--- src/rtl/lm32_itlb_walker_pkg.sv ---
// Shared walker definitions: fault causes, FSM states, page-table index layout and PTE address helper.
package lm32_itlb_walker_pkg;

    localparam int PAGE_OFS_W = 12;

    localparam logic [1:0] LM32_WALK_CAUSE_L1  = 2'b01;
    localparam logic [1:0] LM32_WALK_CAUSE_L2  = 2'b10;
    localparam logic [1:0] LM32_WALK_CAUSE_BUS = 2'b11;

    typedef enum logic [2:0] {
        ST_IDLE,
        ST_L1,
        ST_L2,
        ST_DONE,
        ST_FAULT
    } walk_state_e;

    // Word address of a PTE: 4 KB-aligned table base plus a 10-bit index.
    function automatic logic [31:0] pte_addr(input logic [19:0] base, input logic [9:0] idx);
        return {base, idx, 2'b00};
    endfunction

endpackage

--- src/rtl/lm32_wb_read_engine.sv ---
// Single Wishbone read beat: cyc/stb follow req_i combinationally; done/err/data returned in the ack cycle.
// A beat with no ack/err for TIMEOUT_CYCLES cycles reports err; abort_i suppresses both results.
module lm32_wb_read_engine #(
    parameter int TIMEOUT_CYCLES = 255
) (
    input  logic        clk_i,
    input  logic        rst_i,
    input  logic        req_i,
    input  logic        abort_i,
    input  logic [31:0] adr_i,
    output logic [31:0] wb_adr_o,
    output logic        wb_cyc_o,
    output logic        wb_stb_o,
    input  logic [31:0] wb_dat_i,
    input  logic        wb_ack_i,
    input  logic        wb_err_i,
    output logic        done_o,
    output logic        err_o,
    output logic [31:0] data_o
);

    localparam logic [7:0] TO_LAST = 8'(TIMEOUT_CYCLES - 1);

    logic [7:0] cnt_q, cnt_d;
    logic       resp;
    logic       timeout;

    assign resp     = wb_ack_i | wb_err_i;
    assign timeout  = (cnt_q == TO_LAST);

    assign wb_cyc_o = req_i;
    assign wb_stb_o = req_i;
    assign wb_adr_o = req_i ? adr_i : 32'h0;
    assign data_o   = wb_dat_i;

    // An ack arriving in the last allowed cycle still completes the beat.
    assign done_o   = req_i & ~abort_i & wb_ack_i & ~wb_err_i;
    assign err_o    = req_i & ~abort_i & (wb_err_i | (~wb_ack_i & timeout));

    always_comb begin
        cnt_d = 8'h0;
        if (req_i && !resp && !abort_i) begin
            cnt_d = cnt_q + 8'd1;
        end
    end

    always_ff @(posedge clk_i or negedge rst_i) begin
        if (!rst_i) begin
            cnt_q <= 8'h0;
        end else begin
            cnt_q <= cnt_d;
        end
    end

endmodule

--- src/rtl/lm32_itlb_walker.sv ---
// Two-level ITLB page-table walker: miss -> L1 read -> L2 read -> one-cycle refill or fault strobe; abort_i cancels.
// Refill 3 cycles after accept on a zero-wait bus; define LM32_ITLB_WALKER_L1_CACHE_EN for a one-entry L1 PTE cache.
module lm32_itlb_walker
    import lm32_itlb_walker_pkg::*;
#(
    parameter int timeout_cycles = 255,
    parameter int pte_valid_bit  = 0
) (
    input  logic        clk_i,
    input  logic        rst_i,
    input  logic [31:0] ptbr_i,
    input  logic        walk_enable_i,
    input  logic        miss_valid_i,
    input  logic [31:0] miss_vaddr_i,
    input  logic        abort_i,
    input  logic        flush_i,
    output logic        busy_o,
    output logic [31:0] wb_adr_o,
    output logic        wb_cyc_o,
    output logic        wb_stb_o,
    output logic        wb_we_o,
    input  logic [31:0] wb_dat_i,
    input  logic        wb_ack_i,
    input  logic        wb_err_i,
    output logic        update_valid_o,
    output logic [31:0] update_vaddr_o,
    output logic [31:0] update_paddr_o,
    output logic        fault_o,
    output logic [31:0] fault_addr_o,
    output logic [1:0]  fault_cause_o
);

    walk_state_e state_q, state_d;
    logic [31:0] vaddr_q, vaddr_d;
    logic [19:0] l1pte_q, l1pte_d;
    logic [31:0] upd_vaddr_q, upd_vaddr_d;
    logic [31:0] upd_paddr_q, upd_paddr_d;
    logic [31:0] flt_addr_q, flt_addr_d;
    logic [1:0]  flt_cause_q, flt_cause_d;

    logic        rd_req;
    logic [31:0] rd_adr;
    logic        rd_done;
    logic        rd_err;
    logic [31:0] rd_data;
    logic        fill;
    logic        cache_hit;
    logic [19:0] cache_pte;

    lm32_wb_read_engine #(
        .TIMEOUT_CYCLES(timeout_cycles)
    ) u_rd (
        .clk_i    (clk_i),
        .rst_i    (rst_i),
        .req_i    (rd_req),
        .abort_i  (abort_i),
        .adr_i    (rd_adr),
        .wb_adr_o (wb_adr_o),
        .wb_cyc_o (wb_cyc_o),
        .wb_stb_o (wb_stb_o),
        .wb_dat_i (wb_dat_i),
        .wb_ack_i (wb_ack_i),
        .wb_err_i (wb_err_i),
        .done_o   (rd_done),
        .err_o    (rd_err),
        .data_o   (rd_data)
    );

    always_comb begin
        state_d     = state_q;
        vaddr_d     = vaddr_q;
        l1pte_d     = l1pte_q;
        upd_vaddr_d = upd_vaddr_q;
        upd_paddr_d = upd_paddr_q;
        flt_addr_d  = flt_addr_q;
        flt_cause_d = flt_cause_q;
        rd_req      = 1'b0;
        rd_adr      = 32'h0;
        fill        = 1'b0;

        unique case (state_q)
            ST_IDLE: begin
                if (!abort_i && miss_valid_i && walk_enable_i) begin
                    vaddr_d = miss_vaddr_i;
                    if (cache_hit) begin
                        l1pte_d = cache_pte;
                        state_d = ST_L2;
                    end else begin
                        state_d = ST_L1;
                    end
                end
            end
            ST_L1: begin
                rd_req = 1'b1;
                rd_adr = pte_addr(ptbr_i[31:12], vaddr_q[31:22]);
                if (abort_i) begin
                    state_d = ST_IDLE;
                end else if (rd_err) begin
                    flt_addr_d  = vaddr_q;
                    flt_cause_d = LM32_WALK_CAUSE_BUS;
                    state_d     = ST_FAULT;
                end else if (rd_done) begin
                    if (rd_data[pte_valid_bit]) begin
                        l1pte_d = rd_data[31:12];
                        fill    = 1'b1;
                        state_d = ST_L2;
                    end else begin
                        flt_addr_d  = vaddr_q;
                        flt_cause_d = LM32_WALK_CAUSE_L1;
                        state_d     = ST_FAULT;
                    end
                end
            end
            ST_L2: begin
                rd_req = 1'b1;
                rd_adr = pte_addr(l1pte_q, vaddr_q[21:12]);
                if (abort_i) begin
                    state_d = ST_IDLE;
                end else if (rd_err) begin
                    flt_addr_d  = vaddr_q;
                    flt_cause_d = LM32_WALK_CAUSE_BUS;
                    state_d     = ST_FAULT;
                end else if (rd_done) begin
                    if (rd_data[pte_valid_bit]) begin
                        upd_vaddr_d = {vaddr_q[31:12], {PAGE_OFS_W{1'b0}}};
                        upd_paddr_d = {rd_data[31:12], {PAGE_OFS_W{1'b0}}};
                        state_d     = ST_DONE;
                    end else begin
                        flt_addr_d  = vaddr_q;
                        flt_cause_d = LM32_WALK_CAUSE_L2;
                        state_d     = ST_FAULT;
                    end
                end
            end
            ST_DONE:  state_d = ST_IDLE;
            ST_FAULT: state_d = ST_IDLE;
            default:  state_d = ST_IDLE;
        endcase
    end

    always_ff @(posedge clk_i or negedge rst_i) begin
        if (!rst_i) begin
            state_q     <= ST_IDLE;
            vaddr_q     <= 32'h0;
            l1pte_q     <= 20'h0;
            upd_vaddr_q <= 32'h0;
            upd_paddr_q <= 32'h0;
            flt_addr_q  <= 32'h0;
            flt_cause_q <= 2'b00;
        end else begin
            state_q     <= state_d;
            vaddr_q     <= vaddr_d;
            l1pte_q     <= l1pte_d;
            upd_vaddr_q <= upd_vaddr_d;
            upd_paddr_q <= upd_paddr_d;
            flt_addr_q  <= flt_addr_d;
            flt_cause_q <= flt_cause_d;
        end
    end

`ifdef LM32_ITLB_WALKER_L1_CACHE_EN
    logic        cache_vld_q;
    logic [9:0]  cache_tag_q;
    logic [19:0] cache_pte_q;
    logic [19:0] ptbr_q;

    // A same-cycle flush or base change must not be served from the stale entry.
    assign cache_hit = cache_vld_q && !flush_i && (ptbr_i[31:12] == ptbr_q)
                       && (cache_tag_q == miss_vaddr_i[31:22]);
    assign cache_pte = cache_pte_q;

    always_ff @(posedge clk_i or negedge rst_i) begin
        if (!rst_i) begin
            cache_vld_q <= 1'b0;
            cache_tag_q <= 10'h0;
            cache_pte_q <= 20'h0;
            ptbr_q      <= 20'h0;
        end else begin
            ptbr_q <= ptbr_i[31:12];
            if (flush_i) begin
                cache_vld_q <= 1'b0;
            end else if (fill) begin
                cache_vld_q <= 1'b1;
                cache_tag_q <= vaddr_q[31:22];
                cache_pte_q <= rd_data[31:12];
            end else if (ptbr_i[31:12] != ptbr_q) begin
                cache_vld_q <= 1'b0;
            end
        end
    end
`else
    logic unused_cache;

    assign cache_hit    = 1'b0;
    assign cache_pte    = 20'h0;
    assign unused_cache = flush_i ^ fill;
`endif

    logic unused_bits;
    assign unused_bits = ^{ptbr_i[11:0], rd_data[11:0]};

    assign busy_o         = (state_q != ST_IDLE);
    assign wb_we_o        = 1'b0;
    assign update_valid_o = (state_q == ST_DONE) & ~abort_i;
    assign fault_o        = (state_q == ST_FAULT) & ~abort_i;
    assign update_vaddr_o = upd_vaddr_q;
    assign update_paddr_o = upd_paddr_q;
    assign fault_addr_o   = flt_addr_q;
    assign fault_cause_o  = flt_cause_q;

endmodule

--- config.mk ---
export PLATFORM = sky130hd
export DESIGN_NAME = lm32_itlb_walker
export DESIGN_NICKNAME = d
export VERILOG_FILES = /design/src/rtl/lm32_itlb_walker_pkg.sv /design/src/rtl/lm32_wb_read_engine.sv /design/src/rtl/lm32_itlb_walker.sv
export SDC_FILE = /design/constraint.sdc
export NUM_CORES = 1
export LEC_CHECK = 0
export CAP_MARGIN = 20
export CORE_MARGIN = 2
export CORE_UTILIZATION = 40
export CTS_BUF_LIST = sky130_fd_sc_hd__clkbuf_8
export DETAILED_ROUTE_END_ITERATION = 8
export PLACE_DENSITY_LB_ADDON = 0.15
export SKIP_LAST_GASP = 1
export SYNTH_ARGS = -nofsm -noshare
export SYNTH_HDL_FRONTEND = slang
export SYNTH_SLANG_ARGS = --single-unit
--- constraint.sdc ---
create_clock -name clk_i -period 1.89 [get_ports clk_i]
set_input_delay 0.567 -clock clk_i [delete_from_list [all_inputs] [get_ports clk_i]]
set_output_delay 0.567 -clock clk_i [all_outputs]
set_load 0.05 [all_outputs]
==> impl_metrics.ini, run 1 <==
[layout]
fin_area_sq_mm = 0.0100
final_net_count = 778
num_antenna_cells = 0
area_growth_syn_to_layout_pct = 70.6
n_fill_cell = 995
drive_above_1_share = 0.581

[timing]
period_minus_slack_ps = 2350
setup_viol = 118
period_share = 1.24
drv_slew = 0
grt_setup_unrepaired = yes
hold_viol = 0
fmax_mhz = 425
layout_setup_ws_ps = -461
fin_skew_ps = 7.12
fin_tns_setup_ps = -28840
whs_ps = 506

[worst_setup_path]
crit_path_end_kind = output pin
timing.rr.start = state_q[2]$_DFFE_PN0P_
crit_path_top_delay_cell = dfrtp_1
cp.required_ps = 1320
r2r_cells = 8
startpoint_type = flop
critPathKind = flop to output pin
slowest_delay_ps = 410
cp_max_fo = 4
arrival_ps = 1780
r2r_setup_slack_ps = -290
rr_endpoint = update_vaddr_o[27]$_DFFE_PN0P_
cp_cell_sequence = buf_6 -> nor3b_4 -> buf_6 -> clkbuf_16 -> a22o_4 -> buf_12
crit_path_frequent_cell = buf_6

[power_and_ir_drop]
power_mw = 14.1
switching_share = 0.400
clkPwrFrac = 0.169
p_leak_nw = 4.68
power.density_mw_per_mm2 = 1410
pwr-share-seq = 0.317
comb_power_share = 0.514
p_sw_mw = 5.63
intPower_mw = 8.45
vdd_drop_max_uv = 1050

[floorplan]
chipHeight_microns = 125
ios = 240
placementRows = 44
die-area_sq_mm = 0.0156
die_w_microns = 125
coreArea_sq_mm = 0.0144
initial_core_util = 0.407

[synth]
avgSynthCellArea_sq_um = 14.4
synth_cell_types = 39
ys_seq_area_frac = 0.585
syn_inst = 406
synthArstFlopShare = 1.00
synth_area_sq_mm = 0.00586
yosysWarnings = 0
synth_edf_count = 0
synth_flop_cell = dfrtp_1
ys_ff_latch = 137

[worst_hold_path]
hp-class = flop to flop
min_path_cells = 1
holdPathEnd = vaddr_q[6]$_DFFE_PN0P_
hold_start = vaddr_q[6]$_DFFE_PN0P_

[clock_network]
cts_tree = yes
insertion_delay_ps = 430
clockBufferDepth = 2
cts.clk_slew.worst_paths_ps = 70
cts_sinks = 137
cts_max_level = 4
numCtsBuffers = 17
root_buffer = clkbuf_8

[drt]
post-route-drc-count = 0
wl_per_cell_microns = 19.2
vias_per_cell = 4.91
first_pass_iters = 4
num_vias = 4268
ant_nets = 0
drtIter0Drc = 209
drt_wl_total_microns = 16700

[placement]
pre_cts_ws_ps = -599
place_congestion = 0.848
dp_hpwl_microns = 10200
dpl_cell_area_sq_mm = 0.00858
portBuffers = 188

[job]
drv_cap = 0

[grt]
grt_pass1_wl_microns = 25500
antenna_found_initial = 0
grt_pass1_vias = 4567
grt_use_total = 0.210
grt_max_degree = 37
grt.overflow.total = 0

[run_status]
violations = negative setup slack
status = complete, but fails checks
-- synthesized netlist by cell type, types with 2 or more instances --
cell type / number / area share
nand3_1: 5 / 0.0043
buf_2: 5 / 0.0043
inv_1: 2 / 0.0013
a21oi_1: 2 / 0.0017
buf_4: 31 / 0.040
dfrtp_1: 137 / 0.58
mux2_2: 82 / 0.16
nand2_1: 8 / 0.0051
nor2_1: 14 / 0.0090
nor3_1: 2 / 0.0017
clkbuf_1: 7 / 0.0045
xor2_1: 6 / 0.0090
mux2_1: 42 / 0.081
a22o_1: 30 / 0.045
and3_1: 2 / 0.0021
ha_1: 2 / 0.0043
buf_6: 7 / 0.013
-- repair_timing --
item,in CTS,in global routing
cloned,10,7
endpoints found under the setup margin,118,147
hold buffers,1,0
gates resized for setup,61,35
pin swaps,9,24
setup buffers,15,9
hold endpoints to repair,21,0
-- state kept, by name, summed over array words and instances, names as in the netlist --
register        cells
state_q             3
fault_cause_o       2
u_rd.cnt_q          8
update_paddr_o     20
vaddr_q            32
fault_addr_o       32
l1pte_q            20
update_vaddr_o     20
-- cells by family after synthesis --
logic type / count (synthesis) / share of synthesized area
flip-flops: 137 / 0.585
multiplexers: 124 / 0.238
XOR/XNOR: 7 / 0.0105
adder cells (fa/ha/maj): 2 / 0.00427
AO/OA/AOI/OAI: 40 / 0.0568
AND/OR/NAND/NOR: 43 / 0.0420
other: 1 / 0.000639
buffers and inverters: 52 / 0.0632
-- layout make-up --
type                       instances  area (sq um)  area share
clock inverter                    12           125      0.0125
clock buffer                      20           275      0.0275
multi-input combinational        243          2730       0.272
sequential                       137          3430       0.343
tap                              184           230      0.0230
timing repair buffer             271          3210       0.321
inverter                           2          10.0     0.00100
-- worst max-delay path by stage --
stage	endpoint	startpoint	slack [ps]
3_3_place_gp	update_vaddr_o[17]$_DFFE_PN0P_	abort_i	-570
6_report	wb_adr_o[15]	state_q[1]$_DFFE_PN0P_	-460
4_1_cts	wb_adr_o[27]	state_q[1]$_DFFE_PN0P_	-500
5_1_grt	wb_adr_o[19]	state_q[1]$_DFFE_PN0P_	-510
2_1_floorplan	fault_o	abort_i	-210
3_5_place_dp	fault_addr_o[7]$_DFFE_PN0P_	wb_ack_i	-600
-- routing by layer --
| metal | GRT usage | wire (microns) | up-vias |
|---|---|---|---|
| li1 | - | - | 1941 |
| met2 | 0.338 | 8250 | 170 |
| met3 | 0.0749 | 1280 | 22 |
| met1 | 0.265 | 6880 | 2135 |
| met4 | 0.0712 | 304 | 0 |
| met5 | 0 | 0 | - |
-- cell usage in the layout, fill, tap and decap left out, drive strengths merged, types with 2 or more instances in the layout --
cell           Yosys  layout
clkbuf             7      26
clkinv             0       7
a21oi              2       2
nor3               2       2
xor2               6       6
nor4               2       2
ha                 2       2
clkdlybuf4s50      0      76
nand2              8       8
mux2             124     124
bufinv             0       2
dfrtp            137     137
conb               1      27
inv                2       3
dlygate4sd2        0       2
a22o              30      30
nand3              5       5
and3               2       2
clkinvlp           0       2
nor2              14      14
buf               43     186
-- through the flow --
step	utilization	cells
5_1_grt	0.693	869
3_5_place_dp	0.595	798
6_report	0.693	869
4_1_cts	0.666	856
3_3_place_gp	0.595	798
2_1_floorplan	-	432
-- worst max-delay path, delay by kind of cell (launching register included) --
kind	cells	cell delay, ps
AOI/OAI and AO/OA	1	220
DFF	1	410
and+or+nand+nor	1	150
buffers and inverters	4	550
-- power by group through the flow --
stage          Combinational (mW)  Clock (mW)  Sequential [mW]
3_3_place_gp                 6.29           0             4.43
5_1_grt                      7.50        2.57             4.59
2_1_floorplan                2.66           0             5.61
6_report                     7.23        2.38             4.47
4_1_cts                      6.94        2.43             4.43
3_5_place_dp                 6.37           0             4.46
Note: power is estimated with default switching activity, not from simulation.
==> run 2: changes to the inputs <==
- RECOVER_POWER: default -> 50
==> run 2 against run 1 <==
Net effect: the flow still finishes with violations (negative setup slack); non-clock buffer count stayed put; die area is the same; sequential cell count unchanged; highest routed layer unchanged.
==> impl_metrics.ini, run 2 (synthesis gave the netlist of run 1 again) <==
[run_status]
status = complete, but fails checks
violations = negative setup slack

[floorplan]
ios = 240
placementRows = 44
chipHeight_microns = 125
die_w_microns = 125
coreArea_sq_mm = 0.0144
initial_core_util = 0.407
die-area_sq_mm = 0.0156

[clock_network]
insertion_delay_ps = 430
root_buffer = clkbuf_8
cts_tree = yes
cts_sinks = 137
cts.clk_slew.worst_paths_ps = 70
numCtsBuffers = 17
cts_max_level = 4
clockBufferDepth = 2

[drt]
num_vias = 4284
drt_wl_total_microns = 16700
first_pass_iters = 4
vias_per_cell = 4.93
ant_nets = 0
wl_per_cell_microns = 19.2
drtIter0Drc = 183
post-route-drc-count = 0

[worst_setup_path]
startpoint_type = flop
cp_cell_sequence = buf_6 -> nor3b_4 -> buf_6 -> buf_8 -> a22o_4 -> buf_12
slowest_delay_ps = 410
critPathKind = flop to output pin
crit_cells = 6
cpLargestDelayFamily = buffers and inverters
crit_path_frequent_cell = buf_6
arrival_ps = 1780
crit_path_end_kind = output pin
crit_path_top_delay_cell = dfrtp_1
r2r_cells = 8
r2r_setup_slack_ps = -290
cp_max_fo = 6
cp_num_buf_inv = 4
cp.required_ps = 1320

[power_and_ir_drop]
p_leak_nw = 4.66
power.density_mw_per_mm2 = 1410
vdd_drop_max_uv = 1050

[layout]
final_cell_mix = dfrtp_1 (137), buf_4 (105), mux2_2 (82)
final_net_count = 778
n_fill_cell = 1003
drive_above_1_share = 0.581
num_antenna_cells = 0
final_common_cell = dfrtp_1
fin_util = 0.690
area_growth_syn_to_layout_pct = 69.8
final_cells = 869

[grt]
grt_max_degree = 37
grt_use_total = 0.210
grt_pass1_vias = 4567
grt_pass1_wl_microns = 25500
antenna_found_initial = 0
grt.overflow.total = 0

[placement]
dp_hpwl_microns = 10200
place_congestion = 0.848
portBuffers = 188
dpl.cell_count = 798

[timing]
fin_tns_setup_ps = -28780
grt_setup_unrepaired = yes
fmax_mhz = 426
whs_ps = 506
period_minus_slack_ps = 2350
layout_setup_ws_ps = -460
worst_slew_margin_rel = 0.481
fin_skew_ps = 7.76
drv_slew = 0
tightest_slew_ps = 779
hold_viol = 0
period_share = 1.24
setup_viol = 118

[worst_hold_path]
hp-class = flop to flop
min_path_cells = 1

[job]
drv_cap = 0
-- run 2: cell types whose count changed in the layout (fill, tap and decap cells not counted) --
| cell | change |
|---|---|
| clkbuf_2 | +2 |
| clkbuf_4 | +1 |
| buf_12 | -3 |
| buf_6 | -1 |
| buf_4 | +1 |
-- run 2: metal layers --
layer  global-route usage  vias to the layer above  share of wire
li1                     -                     1938              -
met1                0.265                     2148           0.41
met2                0.338                      176           0.50
met3               0.0749                       22          0.080
met5                    0                        -              0
met4               0.0712                        0          0.018
-- run 2: final timing paths --
path                                        startpoint                             end
worst max register to register  state_q[2]$_DFFE_PN0P_  update_vaddr_o[27]$_DFFE_PN0P_
min in group asynchronous                        rst_i  update_paddr_o[18]$_DFFE_PN0P_
worst min register to register  vaddr_q[6]$_DFFE_PN0P_          vaddr_q[6]$_DFFE_PN0P_
max in group asynchronous                        rst_i          l1pte_q[9]$_DFFE_PN0P_
worst min-delay path            vaddr_q[6]$_DFFE_PN0P_          vaddr_q[6]$_DFFE_PN0P_
worst max-delay path            state_q[1]$_DFFE_PN0P_                     wb_adr_o[9]
-- run 2: worst register-to-register path, cell delays in order, from the launching register on --
cell and delay, ps:
dfrtp_1 400, buf_4 160, or3b_4 410, buf_6 130, nor4_4 230, buf_6 220
buf_12 120, buf_16 120, mux2_4 290
-- run 2: timing repair --
action,CTS,global route
hold buffers,1,0
gates cloned,10,7
gates resized for setup,61,35
pin swaps,9,24
setup buffers,15,9
endpoints found under the setup margin,118,147
hold endpoints to repair,21,0
-- run 2: cell type report --
class                           instances  area, sq um  share of cell area
Sequential cell                       137         3430               0.344
Timing Repair Buffer                  271         3160               0.318
Multi-Input combinational cell        243         2730               0.274
Clock buffer                           20          275              0.0276
Tap cell                              184          230              0.0231
Clock inverter                         12          125              0.0126
Inverter                                2         10.0             0.00101
-- run 2: stage by stage --
stage	instance area [sq um]	setup slack, ps	power (mW)
after floorplan	6220	-212	8.27
after global placement	8580	-570	10.7
after detailed placement	8580	-599	10.8
after CTS	9600	-500	13.8
after global routing	9960	-515	14.7
final	9960	-460	14.1
-- run 2: where the power goes --
part           internal, mW  switching [mW]  total, mW
Clock                  1.27            1.11       2.38
Sequential             3.80           0.663       4.47
Combinational          3.37            3.85       7.22
